[src/rtl/joystick_sega_scan.sv]
// Select/load/shift sequencer for the dual-DB9 serial joystick splitter.
// Walks 8 select phases per scan and publishes both pads' 12-bit button state at once.
module joystick_sega_scan #(
    parameter int CLK_DIV = 16,
    parameter int SETTLE  = 8
) (
    input  logic        clock,
    input  logic        reset,
    input  logic        trig,
    output logic        joySl,
    output logic        joyCk,
    output logic        joyLd,
    input  logic        joyD,
    output logic [11:0] joy1,
    output logic [11:0] joy2,
    output logic [1:0]  joy1Type,
    output logic [1:0]  joy2Type,
    output logic        valid,
    output logic        busy,
    output logic [2:0]  dbg_state
);
    localparam int            DW         = (CLK_DIV > 1) ? $clog2(CLK_DIV) : 1;
    localparam logic [DW-1:0] DIV_MAX    = DW'(CLK_DIV - 1);
    localparam logic [4:0]    SETTLE_MAX = 5'(SETTLE - 1);

    typedef enum logic [2:0] {
        S_IDLE   = 3'd0,
        S_SETTLE = 3'd1,
        S_LOAD   = 3'd2,
        S_SHIFT  = 3'd3,
        S_STORE  = 3'd4
    } state_t;

    state_t        r_state;
    state_t        w_next;
    logic [DW-1:0] r_div;
    logic          w_tick;
    logic          w_start;
    logic          r_pending;
    logic [2:0]    r_phase;
    logic [4:0]    r_cnt;
    logic          r_ck;
    logic [15:0]   r_sr;
    logic [7:0]    w_byte [2];
    logic [11:0]   r_btn [2];
    logic [1:0]    r_sega;
    logic [1:0]    r_six;
    logic [11:0]   r_joy1;
    logic [11:0]   r_joy2;
    logic [1:0]    r_type1;
    logic [1:0]    r_type2;
    logic          r_valid;

    function automatic logic [11:0] f_mask(input logic [11:0] btn, input logic sega, input logic six);
        return {six ? btn[11:8] : 4'h0, sega ? btn[7:6] : 2'b00, btn[5:0]};
    endfunction

    function automatic logic [1:0] f_type(input logic sega, input logic six);
        return six ? 2'd2 : (sega ? 2'd1 : 2'd0);
    endfunction

    assign w_tick    = (r_div == DIV_MAX);
    // trig has no ready: it starts a scan on the next idle tick or waits in a 1-deep pending flag;
    // valid is a 1-cycle strobe with no backpressure, coincident with the new joy*/joy*Type values.
    assign w_start   = (r_state == S_IDLE) && w_tick && (r_pending || trig);
    assign w_byte[0] = r_sr[7:0];
    assign w_byte[1] = r_sr[15:8];

    always_ff @(posedge clock) begin
        if (reset) begin
            r_div     <= '0;
            r_pending <= 1'b0;
        end else begin
            r_div <= w_tick ? '0 : r_div + DW'(1);
            if (w_start)
                r_pending <= 1'b0;
            else if (trig)
                r_pending <= 1'b1;
        end
    end

    always_ff @(posedge clock) begin
        if (reset)
            r_state <= S_IDLE;
        else
            r_state <= w_next;
    end

    always_comb begin
        w_next = r_state;
        case (r_state)
            S_IDLE:   if (w_start) w_next = S_SETTLE;
            S_SETTLE: if (w_tick && r_cnt == SETTLE_MAX) w_next = S_LOAD;
            S_LOAD:   if (w_tick) w_next = S_SHIFT;
            S_SHIFT:  if (w_tick && r_cnt == 5'd31) w_next = S_STORE;
            S_STORE:  if (w_tick) w_next = (r_phase == 3'd7) ? S_IDLE : S_SETTLE;
            default:  w_next = S_IDLE;
        endcase
    end

    always_comb begin
        joySl     = 1'b1;
        joyLd     = 1'b1;
        busy      = r_valid;
        dbg_state = r_state;
        if (r_state != S_IDLE) begin
            joySl = ~r_phase[0];
            busy  = 1'b1;
        end
        if (r_state == S_LOAD)
            joyLd = 1'b0;
    end

    always_ff @(posedge clock) begin
        if (reset) begin
            r_phase <= '0;
            r_cnt   <= '0;
            r_ck    <= 1'b0;
            r_sr    <= '0;
            r_sega  <= '0;
            r_six   <= '0;
            r_joy1  <= '0;
            r_joy2  <= '0;
            r_type1 <= '0;
            r_type2 <= '0;
            r_valid <= 1'b0;
            for (int i = 0; i < 2; i++)
                r_btn[i] <= '0;
        end else begin
            r_valid <= 1'b0;
            if (w_tick) begin
                case (r_state)
                    S_IDLE: if (w_start) begin
                        r_phase <= '0;
                        r_cnt   <= '0;
                        r_sega  <= '0;
                        r_six   <= '0;
                        for (int i = 0; i < 2; i++)
                            r_btn[i] <= '0;
                    end
                    S_SETTLE: r_cnt <= (r_cnt == SETTLE_MAX) ? 5'd0 : r_cnt + 5'd1;
                    S_LOAD:   r_cnt <= '0;
                    S_SHIFT: begin
                        r_cnt <= r_cnt + 5'd1;
                        r_ck  <= ~r_ck;
                        if (r_ck)
                            r_sr <= {r_sr[14:0], ~joyD};
                    end
                    S_STORE: begin
                        r_cnt   <= '0;
                        r_phase <= r_phase + 3'd1;
                        // Byte layout: [0]U [1]D [2]L [3]R [4]B [5]C; each phase reuses those slots.
                        for (int i = 0; i < 2; i++) begin
                            case (r_phase)
                                3'd0: r_btn[i][5:0] <= {w_byte[i][5], w_byte[i][4], w_byte[i][0],
                                                        w_byte[i][1], w_byte[i][2], w_byte[i][3]};
                                3'd1: begin
                                    r_sega[i] <= w_byte[i][2] & w_byte[i][3];
                                    if (w_byte[i][2] & w_byte[i][3])
                                        r_btn[i][7:6] <= {w_byte[i][5], w_byte[i][4]};
                                end
                                3'd5: r_six[i] <= r_sega[i] & (&w_byte[i][3:0]);
                                3'd6: if (r_six[i])
                                    r_btn[i][11:8] <= {w_byte[i][3], w_byte[i][0],
                                                       w_byte[i][1], w_byte[i][2]};
                                default: ;
                            endcase
                        end
                        if (r_phase == 3'd7) begin
                            r_joy1  <= f_mask(r_btn[0], r_sega[0], r_six[0]);
                            r_joy2  <= f_mask(r_btn[1], r_sega[1], r_six[1]);
                            r_type1 <= f_type(r_sega[0], r_six[0]);
                            r_type2 <= f_type(r_sega[1], r_six[1]);
                            r_valid <= 1'b1;
                        end
                    end
                    default: ;
                endcase
            end
        end
    end

    assign joyCk    = r_ck;
    assign joy1     = r_joy1;
    assign joy2     = r_joy2;
    assign joy1Type = r_type1;
    assign joy2Type = r_type2;
    assign valid    = r_valid;
endmodule
[config.mk]
export PLATFORM = sky130hd
export DESIGN_NAME = joystick_sega_scan
export DESIGN_NICKNAME = d
export VERILOG_FILES = /design/src/rtl/joystick_sega_scan.sv
export SDC_FILE = /design/constraint.sdc
export NUM_CORES = 1
export LEC_CHECK = 0
export CORE_ASPECT_RATIO = 1.2
export CORE_UTILIZATION = 28
export DETAILED_ROUTE_END_ITERATION = 8
export DONT_BUFFER_PORTS = 1
export GPL_TIMING_DRIVEN = 0
export SLEW_MARGIN = 20
export SYNTH_ARGS = -nofsm -noshare
export SYNTH_HDL_FRONTEND = slang
export SYNTH_SLANG_ARGS = --single-unit
[constraint.sdc]
create_clock -name clock -period 3.1 [get_ports clock]
set_clock_uncertainty 0.1 [all_clocks]
set_input_delay 0.31 -clock clock [delete_from_list [all_inputs] [get_ports clock]]
set_output_delay 0.31 -clock clock [all_outputs]
set_load 0.05 [all_outputs]
* Word level (Yosys, flattened, before mapping) *
Memory sizes are Yosys's and may differ from the RTL's.
Index checks and enable logic that the tools add are counted.

storage, ports and cells
  memory bits (writable) = 24
  memories = 1
  bits in registers = 64
  output and inout bits = 36
  logic and storage cells = 152
  input bits = 4

operators by class
  muxes and demuxes = 75
  add/subtract/negate cells = 3
  equal/unequal tests = 18
  reductions and logical operators = 24
  bitwise operators = 17

memory list
  name   words  width  rd ports  clocked after Yosys merged registers in  write ports  line  source
  r_btn  2      12     2         0                                        2            45    logic [11:0] r_btn [2];

operator list
  kind                                           number
  two-way mux 1 bit                              47
  two-way mux 12 bit                             2
  one-hot mux 5 bit (4 select lines)             1
  two-way mux 3 bit                              6
  two-way mux 4 bit                              4
  AND reduction 4 bit                            4
  one-hot mux 3 bit (5 select lines)             1
  two-way mux 2 bit                              7
  == test 3 bit, second input constant           4
  two-way mux 6 bit                              2
  AND reduction 3 bit                            4
  two-way mux 5 bit                              2
  != test 2 bit, second input constant           5
  OR 1 bit                                       8
  one-hot mux 2 bit (2 select lines)             2
  == test 3 x 1 -> 1 bit, second input constant  2
  == test 3 x 2 -> 1 bit, second input constant  2
  logical NOT 3 bit                              2
  one-hot mux 3 bit (2 select lines)             1
  OR reduction 2 bit                             3
  adder 5 x 1 -> 5 bit, second input constant    1
  == test 5 x 3 -> 1 bit, second input constant  1
  == test 5 bit, second input constant           1
  inverter 1 bit                                 5
  other kinds (13)                               20

* Depth between registers and ports, before layout *
Gate-level depths: netlist (run 1).

  depth in word-level cells = 10
  gate-level depth with buffers = 7
  depth with buffers taken out = 6

* Worst setup path after synthesis (run 1) *
No wires, ideal clock.

  path kind = reg-to-reg
  start = reg r_state[0], in the netlist dbg_state[0]
  end = mem r_btn[0][0] (enable)
  buffers on the path = 1
  data required time = 2.654 ns
  library setup time = 0.346 ns
  period minus slack after synthesis = 2.182 ns
  cell stages (with the launch flop) = 5
  setup slack = 0.918 ns
  arrival time = 1.736 ns
  cell sequence = dfxtp_1 buf_2 or4b_1 o22ai_1 a21o_1

RTL lines
  element                   line  source
  start: declaration        34    state_t r_state;
  start signal: assignment  86    r_state <= w_next;
  end: declaration          45

==> results of run 1 <==
## Yosys cell counts, types with 2 or more instances
master    number
edfxtp_1      24
nand3_1       20
a21oi_1       54
o211ai_1       3
nor2b_1       16
nand4b_1       4
clkbuf_1      18
nor3_1         3
nand4_1        5
mux2_2         2
a31oi_1        2
and3_1         7
nand2_1       85
or3_1          2
nand3b_1       3
or4_1          4
nor2_1        12
nand2b_1       3
or2_2          2
inv_1          4
o22ai_1        2
nor4_1         3
buf_2          7
ha_1           8
and2_1         4
o21ai_0        7
a21o_1         2
a211oi_1       2
dfxtp_1       64
## worst paths after layout
| check | startpoint | endpoint | slack (ns) | depth (start not counted) |
|---|---|---|---|---|
| setup / recovery | r_div[0] | r_btn[1][0] | 0.37 | 5 |
| hold / removal | trig | r_pending | 0.13 | 2 |
| setup reg to reg | r_div[0] | r_btn[1][0] | 0.37 | 5 |
| hold reg to reg | r_sr[6] | r_sr[7] | 0.35 | 2 |
## stage by stage
step           hold slack (ns)  power, W  cells  cell area [µm²]  setup slack (ns)
6_report                 0.130   0.00232    571             4130             0.372
5_1_grt                  0.133   0.00240    571             4130             0.168
4_1_cts                  0.116   0.00235    571             4130             0.410
3_5_place_dp             0.318   0.00127    554             3820             0.422
3_3_place_gp             0.310   0.00127    554             3820             0.464
2_1_floorplan            0.306   0.00125    390             3610             0.918
## logic make-up after synthesis
group	after synthesis	share of synthesized area [%]
simple gates	179	24.5
flops	88	55.4
compound gates	78	12.0
buf+inv	32	3.88
fa+ha+maj	8	2.77
mux	3	0.900
xor+xnor	2	0.485
## flip-flops by register name (all words and copies together) (netlist names)
signal     flops
r_pending      1
joy2Type       2
r_six          2
joyCk          1
joy2          12
r_div          4
r_sr          14
valid          1
r_cnt          5
r_phase        3
r_btn         24
joy1Type       2
dbg_state      3
r_sega         2
joy1          12
## cells in the final DEF, fill, tap and decap left out, drive strengths merged, types with 3 or more instances in the layout
master  count
nor4        3
a21oi      54
edfxtp     24
or4         4
o211ai      3
dfxtp      64
nor2       12
o21ai       7
nand4b      4
nand4       5
and2        4
inv         4
nand3b      3
ha          8
nor3        4
nand3      20
nand2b      3
buf        10
nor2b      16
and3        7
nand2      85
clkbuf     31
## layout make-up
| class | instances | area, µm² |
|---|---|---|
| plain buffers | 28 | 125 |
| clock buffers | 13 | 250 |
| clock inverters | 3 | 45.0 |
| fillers | 1312 | 8490 |
| inverters | 4 | 15.0 |
| multi-input cells | 270 | 1470 |
| flip-flops and latches | 88 | 2000 |
| well taps | 164 | 205 |
| repair buffers | 1 | 10.0 |
## power breakdown
group          switching [W]  internal [W]
Sequential        0.00000706       0.00119
Clock               0.000427      0.000647
Combinational      0.0000351     0.0000123
## worst reg2reg max path: cells and delay by family, from the launching register on
family          cells  cell delay (ns)
simple gates        1             0.28
buf+inv             2             0.81
flops               1             0.39
fa+ha+maj           1             0.24
compound gates      1             0.54
## per-layer routing
metal,vias to the layer above,wire (µm),track usage [%]
li1,1386,-,-
met1,1339,3770,15.5
met2,76,4460,23.9
met3,16,438,3.29
met4,0,215,7.92
met5,-,0,0
==> results.yml, run 1 <==
setup_path:
  worst-path-buf-inv: 2
  critical-path-top-delay-family: "buffers and inverters"
  crit_slowest_cell: "a21o_1"
  end_kind: "flip-flop"
  crit_arrival_ns: 2.60
  crit_type: "flip-flop to flip-flop"
  slowest_delay_ns: 0.53
  path_cells: "ha_1 -> and3_1 -> clkbuf_1 -> clkbuf_1 -> a21o_1"
  worstSetupStartpointType: "flip-flop"
  required_ns: 2.97
  cp_max_fo: 12
  crit_top_cell: "clkbuf_1"
die:
  dieArea_mm2: 0.0134
  rows: 45
  die_y_um: 126
  io_pins: 40
  die_x_um: 106
  core_area_mm2: 0.0126
  initial_core_util_pct: 28.7
yosys:
  syn_nets: 402
  avgSynthCellArea_um2: 9.27
  synth_warnings: 0
  synth_edf_count: 24
  yosysSeqAreaShare_pct: 55.4
  synth_flop_cell: "dfxtp_1"
  yosysUniqueCellTypes: 47
  yosysTopAreaCell: "dfxtp_1"
  synthArstFlopShare_pct: 0
  netlist_top_cells_area: "dfxtp_1 35%, edfxtp_1 20%, nand2_1 8.8%, a21oi_1 7.5%, ha_1 2.8%"
  netlist_area_mm2: 0.00361
  ys_ff_latch: 88
  synth.top_cell.area_share_pct: 35.4
  synthCells: 390
detailed_routing:
  dr_total_vias: 2817
  first_pass_iters: 4
  initialDrtViolationCount: 263
  drt-total-wl_um: 8890
  drc: 0
  wl_per_cell_um: 15.6
  routed_via_density: 4.93
  ant_nets: 0
grt:
  grt_overflow: 0
  grtUsageTotal_pct: 13.8
  grt_pass1_wl_um: 14200
  antenna_found_initial: 0
  grt_max_degree: 15
  grt_pass1_vias: 2795
cells_and_area:
  layout-drive-gt1-share_pct: 6.88
  post-route-util_pct: 32.7
  area_growth_pct: 14.1
  nets: 414
  diodes: 0
clock_network:
  htree_num_levels: 3
  root_buffer: "clkbuf_16"
  clk_path_buf_depth: 2
  cts_setup_buffers: 0
  ctsHoldBuffers: 1
  clk_pin_slew_worst_paths_ns: 0.06
  cts_inserted_buffers: 9
  cts_tree: "yes"
  ctsResizeCount: 0
  clock_latency_ns: 0.34
  cts_sinks: 88
sta:
  slew_violations: 0
  finalCriticalPeriod_ns: 2.73
  hold_viol: 0
  fin_crit_sh_pct: 88.0
  max_clock_freq_mhz: 367
  tightest_slew_ns: 0.749
  rsz0062_at_grt: "false"
  slew_headroom_pct: 50.1
  setup_viol: 0
  final.setup.tns_ns: 0
placement:
  io_buffers: 0
  gp_congestion: 0.835
  dpl.hpwl_um: 6270
hold_path:
  hold_class: "input pin to flip-flop"
job:
  maxCapViolCount: 0
power_and_ir_drop:
  p_per_area_mw_per_mm2: 563
  ir_worst_vdd_mv: 0.333
  p_leak_nw: 1.37
outcome:
  status: "finished clean"
(Power assumes the default switching activity.)
==> run 2, diff against run 1 <==
--- a/config.mk
+++ b/config.mk
@@ -10,6 +10,7 @@
 export DETAILED_ROUTE_END_ITERATION = 8
 export DONT_BUFFER_PORTS = 1
 export GPL_TIMING_DRIVEN = 0
+export HOLD_SLACK_MARGIN = 0.12
 export SLEW_MARGIN = 20
 export SYNTH_ARGS = -nofsm -noshare
 export SYNTH_HDL_FRONTEND = slang
==> run 2 against run 1 <==
First-iteration DRC count rose by 0.76%; maximum frequency increased by 1.4%; via count rose by 0.43%; clock power about the same; global-route usage barely moved; critical path type unchanged; critical endpoint unchanged; largest power group unchanged; highest routed layer unchanged.
==> results.yml, run 2 (synthesis results as in run 1) <==
setup_path:
  end_kind: "flip-flop"
  cp_max_fo: 12
  crit_slowest_cell: "a21o_1"
  crit_top_cell: "clkbuf_1"
  slowest_delay_ns: 0.53
  crit_type: "flip-flop to flip-flop"
  path_cells: "ha_1 -> and3_1 -> clkbuf_1 -> clkbuf_1 -> a21o_1"
  crit_arrival_ns: 2.57
  worstSetupStartpointType: "flip-flop"
  required_ns: 2.98
cells_and_area:
  final_common_cell: "nand2_1"
  mostFrequentLayoutCells: "85 x nand2_1, 64 x dfxtp_1, 54 x a21oi_1, 24 x edfxtp_1, 21 x clkbuf_1"
  layout-drive-gt1-share_pct: 6.86
  largest_reg_flops: 24
  diodes: 0
  nets: 415
  area_growth_pct: 14.4
  regMostFlops: "r_btn"
  post-route-util_pct: 32.8
  top_regs: "r_btn: 24 flops, r_sr: 14 flops"
clock_network:
  root_buffer: "clkbuf_16"
  ctsHoldBuffers: 2
  clock_latency_ns: 0.34
  cts_tree: "yes"
  cts_setup_buffers: 0
  cts_inserted_buffers: 9
  htree_num_levels: 3
  clk_path_buf_depth: 2
  clk_pin_slew_worst_paths_ns: 0.06
  cts_sinks: 88
  ctsResizeCount: 0
grt:
  grt_pass1_wl_um: 14200
  grtUsageTotal_pct: 13.8
  antenna_found_initial: 0
  grt_pass1_vias: 2807
  grt_overflow: 0
  grt_max_degree: 15
placement:
  io_buffers: 0
  dpl.hpwl_um: 6270
  gp_congestion: 0.835
sta:
  slew_headroom_pct: 50.6
  max_clock_freq_mhz: 372
  fin_crit_sh_pct: 86.8
  finalCriticalPeriod_ns: 2.69
  final.setup.tns_ns: 0
  tightest_slew_ns: 0.741
  slew_violations: 0
  setup_viol: 0
  hold_viol: 0
  rsz0062_at_grt: "false"
power_and_ir_drop:
  p_leak_nw: 1.37
  p_int_w: 0.00185
  p_switching_w: 0.000474
  p_per_area_mw_per_mm2: 563
  pwr-share-comb_pct: 2.1
  pwr-share-clk_pct: 46.4
  p_sw_share_pct: 20.4
  seq_power_share_pct: 51.6
  ir_worst_vdd_mv: 0.332
detailed_routing:
  dr_total_vias: 2829
  ant_nets: 0
  first_pass_iters: 4
  drt-total-wl_um: 8900
  routed_via_density: 4.95
  initialDrtViolationCount: 265
  wl_per_cell_um: 15.6
  drc: 0
die:
  rows: 45
  initial_core_util_pct: 28.7
  dieArea_mm2: 0.0134
  core_area_mm2: 0.0126
  die_x_um: 106
  die_y_um: 126
  io_pins: 40
hold_path:
  hold_class: "flip-flop to flip-flop"
job:
  maxCapViolCount: 0
outcome:
  status: "finished clean"
[run 2: final cells by class]
type	instances	area, µm²
clock inverter	3	45.0
buffer	28	125
inverter	4	15.0
sequential	88	2000
tap	164	205
multi-input combinational	270	1470
timing repair buffer	2	20.0
fill	1312	8480
clock buffer	13	250
[run 2: path summary, 6_finish.rpt]
path | slack (ns) | startpoint | cells past startpoint | end
hold / removal | 0.35 | r_sr[6] | 2 | r_sr[7]
hold reg to reg | 0.35 | r_sr[6] | 2 | r_sr[7]
setup / recovery | 0.41 | r_div[0] | 5 | r_btn[1][0]
setup reg to reg | 0.41 | r_div[0] | 5 | r_btn[1][0]
[run 2: power groups by stage]
| stage | Clock (W) | Combinational [W] | Sequential [W] |
|---|---|---|---|
| 2_1_floorplan | 0 | 0.0000308 | 0.00122 |
| 3_3_place_gp | 0 | 0.0000456 | 0.00122 |
| 3_5_place_dp | 0 | 0.0000463 | 0.00123 |
| 4_1_cts | 0.00110 | 0.0000487 | 0.00120 |
| 5_1_grt | 0.00114 | 0.0000530 | 0.00120 |
| 6_report | 0.00108 | 0.0000478 | 0.00120 |
[run 2: per-stage QoR]
step | cell area, µm² | worst slack, ns | hold WS (ns) | cells | total power [W]
floorplan | 3610 | 0.918 | 0.306 | 390 | 0.00125
global placement | 3820 | 0.464 | 0.310 | 554 | 0.00127
detailed placement | 3820 | 0.422 | 0.318 | 554 | 0.00127
CTS | 4140 | 0.410 | 0.351 | 572 | 0.00235
global route | 4140 | 0.168 | 0.379 | 572 | 0.00240
finish | 4140 | 0.410 | 0.354 | 572 | 0.00233
[run 2: metal layers]
metal / vias to the layer above / wire length (µm) / global-route usage [%]
li1: 1397 / - / -
met1: 1342 / 3730 / 15.4
met2: 70 / 4390 / 24.0
met3: 20 / 489 / 3.39
met4: 0 / 299 / 7.92
met5: - / 0 / 0
[run 2: critical path: cells and delay by family (launching register included)]
family                   cells  cell delay [ns]
adder cells (fa/ha/maj)      1             0.24
AO/OA/AOI/OAI                1             0.53
AND/OR/NAND/NOR              1             0.28
flip-flops                   1             0.39
buffers and inverters        2             0.79
==> run 3, diff against run 2 <==
--- a/config.mk
+++ b/config.mk
@@ -11,6 +11,7 @@
 export DONT_BUFFER_PORTS = 1
 export GPL_TIMING_DRIVEN = 0
 export HOLD_SLACK_MARGIN = 0.12
+export SETUP_SLACK_MARGIN = 0.4
 export SLEW_MARGIN = 20
 export SYNTH_ARGS = -nofsm -noshare
 export SYNTH_HDL_FRONTEND = slang
==> run 3 against run 2 <==
Via count is 0.35% lower; clock-buffer cell count stayed put; flip-flop and latch count stayed put; critical path type unchanged; routed wire length is 0.27% lower; non-clock buffer count stayed put; core utilization hardly changed; cell count stayed put; clock power hardly changed; sequential power hardly changed; die area stayed put; critical path depth stayed put.
==> results.yml, run 3 (synthesis results as in run 1) <==
hold_path:
  hold_class: "flip-flop to flip-flop"
  hp-start: "r_sr[6]"
setup_path:
  crit_arrival_ns: 2.60
  critical-path-top-delay-family: "simple AND/OR/NAND/NOR gates"
  r2r_start: "dbg_state[2]"
  crit_type: "flip-flop to flip-flop"
  worst-path-buf-inv: 1
  critical_path.startpoint: "dbg_state[2]"
  required_ns: 3.17
  end_kind: "flip-flop"
  path_cells: "or3b_1 -> nor3_2 -> a21oi_1 -> buf_2 -> nor2b_1"
  slowest_delay_ns: 0.75
  worstSetupStartpointType: "flip-flop"
  cp_max_fo: 10
  crit_slowest_cell: "dfxtp_1"
grt:
  grt_overflow: 0
  grt_max_degree: 15
  grtUsageTotal_pct: 13.8
  grt_pass1_wl_um: 14200
  grt_pass1_vias: 2807
  antenna_found_initial: 0
die:
  core_area_mm2: 0.0126
  dieArea_mm2: 0.0134
  rows: 45
  initial_core_util_pct: 28.7
  die_x_um: 106
  die_y_um: 126
  io_pins: 40
clock_network:
  htree_num_levels: 3
  cts_tree: "yes"
  cts_sinks: 88
  clk_path_buf_depth: 2
  root_buffer: "clkbuf_16"
  clock_latency_ns: 0.33
  cts_setup_buffers: 0
  clk_pin_slew_worst_paths_ns: 0.06
  cts_inserted_buffers: 9
sta:
  rsz0062_at_grt: "false"
  max_clock_freq_mhz: 395
  slew_violations: 0
  finalCriticalPeriod_ns: 2.53
  tightest_slew_ns: 0.737
  slew_headroom_pct: 50.9
  final.setup.tns_ns: 0
  hold_viol: 0
  setup_viol: 0
  fin_crit_sh_pct: 81.8
detailed_routing:
  dr_total_vias: 2819
  m1WireLength_um: 3730
  first_pass_iters: 4
  top_layer: "met4"
  initialDrtViolationCount: 254
  routed_via_density: 4.93
  wl_met3_um: 448
  drt-total-wl_um: 8880
  drc: 0
  wl_per_cell_um: 15.5
  dr_wl_met2_um: 4450
  ant_nets: 0
cells_and_area:
  multi_input_area_mm2: 0.00147
  area_growth_pct: 14.5
  layout-drive-gt1-share_pct: 7.84
  mostFrequentLayoutCells: "85 x nand2_1, 64 x dfxtp_1, 54 x a21oi_1, 24 x edfxtp_1, 20 x nand3_1"
  fill_cells: 1310
  post-route-util_pct: 32.8
  largest_reg_flops: 24
  nets: 415
  top_regs: "r_btn: 24 flops, r_sr: 14 flops"
  seq_area_mm2: 0.00200
  diodes: 0
  final_common_cell: "nand2_1"
  regMostFlops: "r_btn"
power_and_ir_drop:
  ir_worst_vdd_mv: 0.332
  p_per_area_mw_per_mm2: 561
  p_leak_nw: 1.38
job:
  maxCapViolCount: 0
placement:
  io_buffers: 0
  gp_congestion: 0.835
  dpl.hpwl_um: 6270
outcome:
  status: "finished clean"
## run 3: changes by cell type in the layout (fill, tap and decap cells not counted), sizes merged
| cell | change |
|---|---|
| clkbuf | +1 |
| buf | -1 |
## run 3: routing by layer
metal	global-route usage, %	up-vias
met4	7.92	0
met5	0	-
met2	24.0	62
met1	15.4	1342
met3	3.39	16
li1	-	1399
## run 3: final timing paths
| path | cells after the start | slack [ns] | end |
|---|---|---|---|
| max | 5 | 0.57 | r_btn[0][10] |
| min | 2 | 0.35 | r_sr[7] |
| max reg2reg | 5 | 0.57 | r_btn[0][10] |
| min reg2reg | 2 | 0.35 | r_sr[7] |
## run 3: what timing repair did
action,4_1_cts,5_1_grt
hold buffers,2,0
setup endpoints to repair,0,22
endpoints found under the hold margin,2,0
gates resized for setup,0,6
## run 3: layout make-up
cell class / instances / share of cell area [%]
buffer: 28 / 3.11
timing repair buffer: 2 / 0.484
inverter: 4 / 0.363
multi-input combinational: 270 / 35.6
clock inverter: 3 / 1.09
sequential: 88 / 48.4
tap: 164 / 4.96
clock buffer: 13 / 6.04
## run 3: where the power goes
group          total [W]  switching (W)  internal (W)  leakage, nW
Combinational  0.0000480      0.0000347     0.0000133        0.478
Clock            0.00107       0.000426      0.000647        0.136
Sequential       0.00120     0.00000702       0.00119        0.764
## run 3: worst register-to-register path: cells and delay by family (launching register included)
| kind | cells | cell delay [ns] |
|---|---|---|
| flops | 1 | 0.75 |
| buf+inv | 1 | 0.21 |
| simple gates | 3 | 1.13 |
| compound gates | 1 | 0.18 |
## run 3: through the flow
| stage | area (µm²) | instances | hold WS [ns] | setup slack [ns] | total power, W |
|---|---|---|---|---|---|
| 6_report | 4140 | 572 | 0.354 | 0.566 | 0.00232 |
| 5_1_grt | 4140 | 572 | 0.379 | 0.414 | 0.00240 |
| 4_1_cts | 4140 | 572 | 0.351 | 0.410 | 0.00235 |
| 3_5_place_dp | 3820 | 554 | 0.318 | 0.422 | 0.00127 |
| 3_3_place_gp | 3820 | 554 | 0.310 | 0.464 | 0.00127 |
| 2_1_floorplan | 3610 | 390 | 0.306 | 0.918 | 0.00125 |
